$ cat src/rtl/tlb_unit.sv
// tlb_unit: fully associative TLB with two independent search ports, indexed or
// fill writes, a registered read port and a one-entry-per-cycle invalidate walker.
module tlb_unit #(
    parameter int TLBNUM = 16,
    parameter int IDXW   = 4
) (
    input  logic                clk,
    input  logic                resetn,
    input  logic                s0_req,
    input  logic [18:0]         s0_vppn,
    input  logic                s0_va_bit12,
    input  logic [9:0]          s0_asid,
    output logic                s0_rsp_valid,
    output logic [32+IDXW:0]    s0_rsp,
    input  logic                s1_req,
    input  logic [18:0]         s1_vppn,
    input  logic                s1_va_bit12,
    input  logic [9:0]          s1_asid,
    output logic                s1_rsp_valid,
    output logic [32+IDXW:0]    s1_rsp,
    input  logic                we,
    input  logic                w_fill,
    input  logic [IDXW-1:0]     w_index,
    input  logic [88:0]         w_entry,
    output logic                w_ready,
    output logic [IDXW-1:0]     w_fill_index,
    input  logic                r_req,
    input  logic [IDXW-1:0]     r_index,
    output logic                r_valid,
    output logic [88:0]         r_entry,
    input  logic                inv_start,
    input  logic [4:0]          inv_op,
    input  logic [9:0]          inv_asid,
    input  logic [18:0]         inv_vppn,
    output logic                inv_busy,
    output logic                inv_done,
    output logic                inv_err
);
    localparam int RSPW = 33 + IDXW;

    typedef enum logic [1:0] {IDLE, WALK, DONE} inv_state_t;

    // Entry body layout matches w_entry[87:0]; only the valid bits need a reset.
    logic [87:0]       ent_body [TLBNUM];
    logic [TLBNUM-1:0] ent_e;
    logic [IDXW-1:0]   fill_cnt;
    logic              wr_en;
    logic [IDXW-1:0]   wr_idx;

    inv_state_t        state, next_state;
    logic [IDXW-1:0]   ptr;
    logic [4:0]        op_q;
    logic [9:0]        asid_q;
    logic [18:0]       vppn_q;
    logic              bad_op;

    function automatic logic va_match(input logic [18:0] ent_vppn, input logic [5:0] ent_ps,
                                      input logic [18:0] key);
        if (ent_ps == 6'd12)
            return ent_vppn == key;
        return ent_vppn[18:9] == key[18:9];
    endfunction

    logic [18:0]     key_vppn  [2];
    logic            key_bit12 [2];
    logic [9:0]      key_asid  [2];
    logic [RSPW-1:0] lookup    [2];

    assign key_vppn[0]  = s0_vppn;
    assign key_vppn[1]  = s1_vppn;
    assign key_bit12[0] = s0_va_bit12;
    assign key_bit12[1] = s1_va_bit12;
    assign key_asid[0]  = s0_asid;
    assign key_asid[1]  = s1_asid;

    for (genvar p = 0; p < 2; p++) begin : g_search
        logic            found;
        logic [IDXW-1:0] hit_idx;
        logic [5:0]      hit_ps;
        logic            odd;
        logic [25:0]     hit_page;

        // Scanning from the top down leaves the lowest matching index in hit_idx.
        always_comb begin
            found   = 1'b0;
            hit_idx = '0;
            for (int i = TLBNUM - 1; i >= 0; i--) begin
                if (ent_e[i] && (ent_body[i][52] || ent_body[i][62:53] == key_asid[p]) &&
                    va_match(ent_body[i][87:69], ent_body[i][68:63], key_vppn[p])) begin
                    found   = 1'b1;
                    hit_idx = IDXW'(i);
                end
            end
        end

        assign hit_ps   = ent_body[hit_idx][68:63];
        assign odd      = (hit_ps == 6'd12) ? key_bit12[p] : key_vppn[p][8];
        assign hit_page = odd ? ent_body[hit_idx][25:0] : ent_body[hit_idx][51:26];
        assign lookup[p] = found ? {1'b1, hit_idx, hit_page[25:6], hit_ps, hit_page[5:0]}
                                 : '0;
    end

    always_ff @(posedge clk or negedge resetn) begin
        if (!resetn) begin
            s0_rsp_valid <= 1'b0;
            s0_rsp       <= '0;
            s1_rsp_valid <= 1'b0;
            s1_rsp       <= '0;
            r_valid      <= 1'b0;
            r_entry      <= '0;
        end else begin
            s0_rsp_valid <= s0_req;
            s1_rsp_valid <= s1_req;
            r_valid      <= r_req;
            if (s0_req)
                s0_rsp <= lookup[0];
            if (s1_req)
                s1_rsp <= lookup[1];
            if (r_req)
                r_entry <= {ent_e[r_index], ent_body[r_index]};
        end
    end

    assign w_ready = ~inv_busy;
    assign wr_en   = we & w_ready;
    assign wr_idx  = w_fill ? fill_cnt : w_index;

    always_ff @(posedge clk) begin
        if (wr_en)
            ent_body[wr_idx] <= w_entry[87:0];
    end

    logic [5:0] walk_ps;
    logic       walk_g, walk_asid_eq, walk_va, walk_hit;

    assign walk_ps      = ent_body[ptr][68:63];
    assign walk_g       = ent_body[ptr][52];
    assign walk_asid_eq = ent_body[ptr][62:53] == asid_q;
    assign walk_va      = va_match(ent_body[ptr][87:69], walk_ps, vppn_q);

    always_comb begin
        walk_hit = 1'b0;
        case (op_q)
            5'd0, 5'd1: walk_hit = 1'b1;
            5'd2:       walk_hit = walk_g;
            5'd3:       walk_hit = ~walk_g;
            5'd4:       walk_hit = ~walk_g & walk_asid_eq;
            5'd5:       walk_hit = ~walk_g & walk_asid_eq & walk_va;
            5'd6:       walk_hit = (walk_g | walk_asid_eq) & walk_va;
            default:    walk_hit = 1'b0;
        endcase
    end

    // Writes and walk clears never collide: writes are refused while the walker is busy.
    always_ff @(posedge clk or negedge resetn) begin
        if (!resetn) begin
            ent_e        <= '0;
            fill_cnt     <= '0;
            w_fill_index <= '0;
        end else begin
            fill_cnt <= fill_cnt + 1'b1;
            if (wr_en) begin
                ent_e[wr_idx] <= w_entry[88];
                w_fill_index  <= wr_idx;
            end
            if (state == WALK && walk_hit)
                ent_e[ptr] <= 1'b0;
        end
    end

    always_ff @(posedge clk or negedge resetn) begin
        if (!resetn) begin
            state   <= IDLE;
            ptr     <= '0;
            op_q    <= '0;
            asid_q  <= '0;
            vppn_q  <= '0;
            inv_err <= 1'b0;
        end else begin
            state   <= next_state;
            inv_err <= bad_op;
            ptr     <= (state == WALK) ? ptr + 1'b1 : '0;
            if (state == IDLE && inv_start) begin
                op_q   <= inv_op;
                asid_q <= inv_asid;
                vppn_q <= inv_vppn;
            end
        end
    end

    always_comb begin
        next_state = state;
        inv_busy   = 1'b0;
        inv_done   = 1'b0;
        bad_op     = 1'b0;
        case (state)
            IDLE: begin
                if (inv_start) begin
                    if (inv_op <= 5'd6)
                        next_state = WALK;
                    else
                        bad_op = 1'b1;
                end
            end
            WALK: begin
                inv_busy = 1'b1;
                if (ptr == IDXW'(TLBNUM - 1))
                    next_state = DONE;
            end
            DONE: begin
                inv_busy   = 1'b1;
                inv_done   = 1'b1;
                next_state = IDLE;
            end
            default: next_state = IDLE;
        endcase
    end

endmodule

$ cat config.mk
export PLATFORM = sky130hd
export DESIGN_NAME = tlb_unit
export DESIGN_NICKNAME = d
export VERILOG_FILES = /design/src/rtl/tlb_unit.sv
export SDC_FILE = /design/constraint.sdc
export NUM_CORES = 2
export LEC_CHECK = 0
export BUFFER_PORTS_ARGS = -buffer_cell sky130_fd_sc_hd__buf_2
export CELL_PAD_IN_SITES_DETAIL_PLACEMENT = 0
export CELL_PAD_IN_SITES_GLOBAL_PLACEMENT = 1
export CORE_ASPECT_RATIO = 1.4
export CORE_MARGIN = 1.5
export CORE_UTILIZATION = 51
export DETAILED_ROUTE_END_ITERATION = 6
export GPL_ROUTABILITY_DRIVEN = 1
export PLACE_DENSITY_LB_ADDON = 0.2
export SLEW_MARGIN = 15
export SYNTH_ARGS = -nofsm -noshare
export SYNTH_HDL_FRONTEND = slang
export SYNTH_SLANG_ARGS = --single-unit
export TNS_END_PERCENT = 50
$ cat constraint.sdc
create_clock -name clk -period 17.25 [get_ports clk]
set_clock_uncertainty 0.05 [all_clocks]
set_input_delay 0.8625 -clock clk [delete_from_list [all_inputs] [get_ports clk]]
set_output_delay 0.8625 -clock clk [all_outputs]
set_load 0.1 [all_outputs]
==> out/summary.md <==
Yosys printed 0 warnings. In this design, the critical path's most frequently occurring cell is a211oi_1. The finished layout holds 10100 standard cells, fillers aside.

Setup repair after global routing left no endpoint under its margin. The worst register-to-register path has a setup slack of 9.67 ns. The critical path in this run is classified as reg2reg.

After clock tree synthesis, the clock-pin slew on the worst setup and hold paths is 0.06 ns. The pin count of the biggest net entering global routing was 142; the area of the mapped netlist was 98100 sq um. TritonCTS built the clock tree. For this run, design rule violations remaining after detail routing come to 0. The tools report the maximum achievable frequency as 132 MHz. After detailed routing, the number of vias per cell comes to 7.02. The via count came out at 70700.

The final critical delay including setup and external delays came out at 7.58 ns. The root buffer cell chosen for the clock tree is clkbuf_16. The run gives 10400 uW as the overall power. The worst hold path belongs to the class in2async. After synthesis, the largest family of logic cells by area is multiplexers.

Counting tap cells, the placed design contains a total of 9738 instances. In this run the mean area of a mapped cell was 13.4 sq um. For the initial antenna violation count, the log shows 36. The effective utilization at floorplan is 0.513, and the fraction of synthesized cell area in xor and xnor cells is 0.0859. Setup total negative slack on the finished layout was measured at 0 ns. The startpoint identified for the worst register-to-register timing path is ent_body[7][53]. With fillers left out, the area of the finished cells amounts to 107000 sq um.

For this block, the routed nets add up to 399 mm of wire. Counting cells, the worst reg-to-reg path comes to 17. VDD sags by at most 92.4 uV.

The tools report the startpoint type of the worst setup path as a flip-flop. The die is 522 microns tall. The max-slew violation count is 0. The count of flip-flops with a built-in enable after synthesis is 1408.

Measured along the x axis, the die boundary spans 374 microns. The count of nets left with antenna violations once routing finished came out at 0. The congestion estimate from routability-driven global placement came to 1.03. After the last flow step, the layout net total stands at 7628. The H-tree depth was 4. The hold buffer count at CTS is 0, and the cell area power density is 96.6 nW/um^2. The global-route total usage across every layer was 0.404. The worst-case hold slack was -0.0200 ns. The logs give 7532 for the post-synth net total and 0 for the max-cap check violation count. The first detailed-routing pass ran for 7 iterations. The tools report the destination of the worst register-to-register timing path as s1_rsp[21]. In this run the core area contains 190 standard-cell rows. After detailed routing, the average wire length per cell comes to 39.6 microns.

For the worst-skew pair, the clock arrives at the later sink with an insertion delay of 0.87 ns. The tools report the clock sink count as 1639. Largest fanout on the critical path: 131. The run gives 4 as the clock tree buffer depth. The number of buffer and inverter stages on the critical path is 3, and the fraction of layout cells with a size suffix above 1 is 0.238. The final clock period utilization by the worst path came out at 0.440. The arrival time of data at the critical path endpoint was 8.30 ns.

Hold violation total from the final report: 18. Traced cell by cell, the critical path runs through xor2_1 -> nor4_1 -> a41oi_1 -> nor4_2 -> or3_1 -> o21ba_1 -> o21ai_4 -> buf_12 -> buf_12 -> buf_4 -> and2_1 -> a211oi_1 -> a211oi_1 -> a211oi_1 -> a21oi_1 -> a41oi_2 -> o21ai_1. STA puts the critical path data required time at 17.96 ns.

Synthesis inferred 1639 register bits. The logs give 195000 sq um for the total die area and 102000 sq um for the post-placement cell area. Summed over all cells, the static leakage comes to 0.0347 uW. The number of buffers added by the clock tree synthesis step was 176; the count of unique library cells instantiated by Yosys was 98. The count of final setup violators came out at 0. The adder-cell share of the synthesized area is 0.00102. edfxtp_1 takes more of the synthesized area than any other cell.

The run gives 69600 as the number of global-route vias before repair. Post-CTS timing repair inserted 0 buffers for setup. The first routing iteration left 8619 violations.

The area of the core region was 191000 sq um. The kind of cell with the highest combined delay along the critical path is compound AO/OA/AOI/OAI gates. On the worst path, the slowest cell contributes a delay of 0.93 ns. The flow ran to the end, but the final reports show violations. The layout overhead on the synthesized area came out at 9.40%. The checks that failed: hold timing.

The logs give 15600 for the number of filler cells placed in the layout and 551 mm for the global-route wire length before repair. The worst setup path is captured at a flip-flop. The synthesized-area fraction occupied by and/or/nand/nor cells was 0.0738; the worst-case headroom to the max-slew limit was 0.167. The area share of the largest cell type after synthesis was 0.431. During placement, the flow inserted port buffers numbering 372.

Yosys attributes the largest share of cell area to edfxtp_1 (43%), mux4_2 (14%), mux2i_1 (7.2%). For the register area share after synthesis, the log shows 0.490. The async set-reset flop share out of synthesis works out to 0.141.

The sum of net half-perimeters after detailed placement came out at 260 mm. For the pin with the worst max-slew slack, the measured transition is 1.24 ns. Synthesis produced a netlist whose cell count is 7325. The most used flip-flop cell after synthesis is edfxtp_1. The number of top-level pins is 373. For this design, the slowest cell found on the critical path is buf_4.

The proportion of synthesized area in mux cells is 0.246. Synthesized-area fraction occupied by ao, oa, aoi and oai cells: 0.0715. Post-CTS repair changed the size of 0 cells. The final global-route overflow total is 0.
flip-flops by register name (all words and copies together) (netlist names), 4 cells and up:
name          cells
fill_cnt          4
vppn_q           19
r_entry          89
w_fill_index      4
ptr               4
s1_rsp           37
asid_q           10
op_q              5
ent_body       1408
ent_e            16
s0_rsp           37
power by group:
group	total, uW	switching, uW	leakage (uW)	internal [uW]
clock network	3820	1630	0.00275	2190
registers	4670	207	0.0156	4460
logic	1880	1200	0.0164	681
total	10400	3040	0.0347	7330
synth_stat cells (158+ instances only):
cell	count
xor2_1	547
xnor2_1	414
dfrtp_1	231
nor2_1	506
edfxtp_1	1408
mux2_2	315
mux2i_1	702
o21ai_0	202
nand3_1	158
a21oi_1	227
a211oi_1	277
mux4_2	601
clkbuf_1	284
routing by layer:
metal  up-vias  share of wire  global-route usage
met1     36500           0.36               0.499
met5         -        0.00052                   0
met2      4386           0.46               0.636
li1      28700              -                   -
met3      1079          0.095              0.0774
met4        26          0.089               0.296
layout by cell type, fill, tap and decap left out, drive strengths merged, types with 231 or more instances in the layout:
cell type	Yosys	final
edfxtp	1408	1408
mux2i	702	702
mux4	601	601
xor2	548	548
buf	308	510
nor2	507	507
xnor2	414	414
mux2	318	318
a211oi	279	279
clkbuf	284	239
dfrtp	231	231
stage by stage:
step           setup WS, ns   util
6_report               9.67  0.561
5_1_grt                9.70  0.561
4_1_cts                9.91  0.561
3_5_place_dp           9.12  0.531
3_3_place_gp           9.11  0.531
2_1_floorplan         11.02      -
cell type report:
cell class	instances	area, sq um	share of cell area
tap	2496	3120	0.0291
timing repair buffer	510	3120	0.0290
inverter	31	116	0.00108
antenna	19	47.5	0.000443
clock buffer	239	4900	0.0456
multi-input combinational	5063	47200	0.440
sequential	1639	48100	0.448
clock inverter	79	787	0.00733
worst max path at each step:
stage / startpoint / endpoint / slack [ns] / cells past startpoint
after floorplan: state[0] / ent_e[13] / 11.02 / 8
after global placement: s1_asid[0] / s1_rsp[21] / 9.11 / 18
after detailed placement: s1_asid[0] / s1_rsp[21] / 9.12 / 18
after CTS: ent_body[7][53] / s1_rsp[21] / 9.91 / 17
after global routing: ent_body[5][67] / s1_rsp[5] / 9.70 / 16
final: ent_body[7][53] / s1_rsp[21] / 9.67 / 17
logic make-up after synthesis:
family | Yosys count
AND/OR/NAND/NOR | 1433
flip-flops | 1639
adder cells (fa/ha/maj) | 8
buffers and inverters | 623
AO/OA/AOI/OAI | 1039
multiplexers | 1621
XOR/XNOR | 962
No activity file was read; power rests on OpenSTA's default activity.
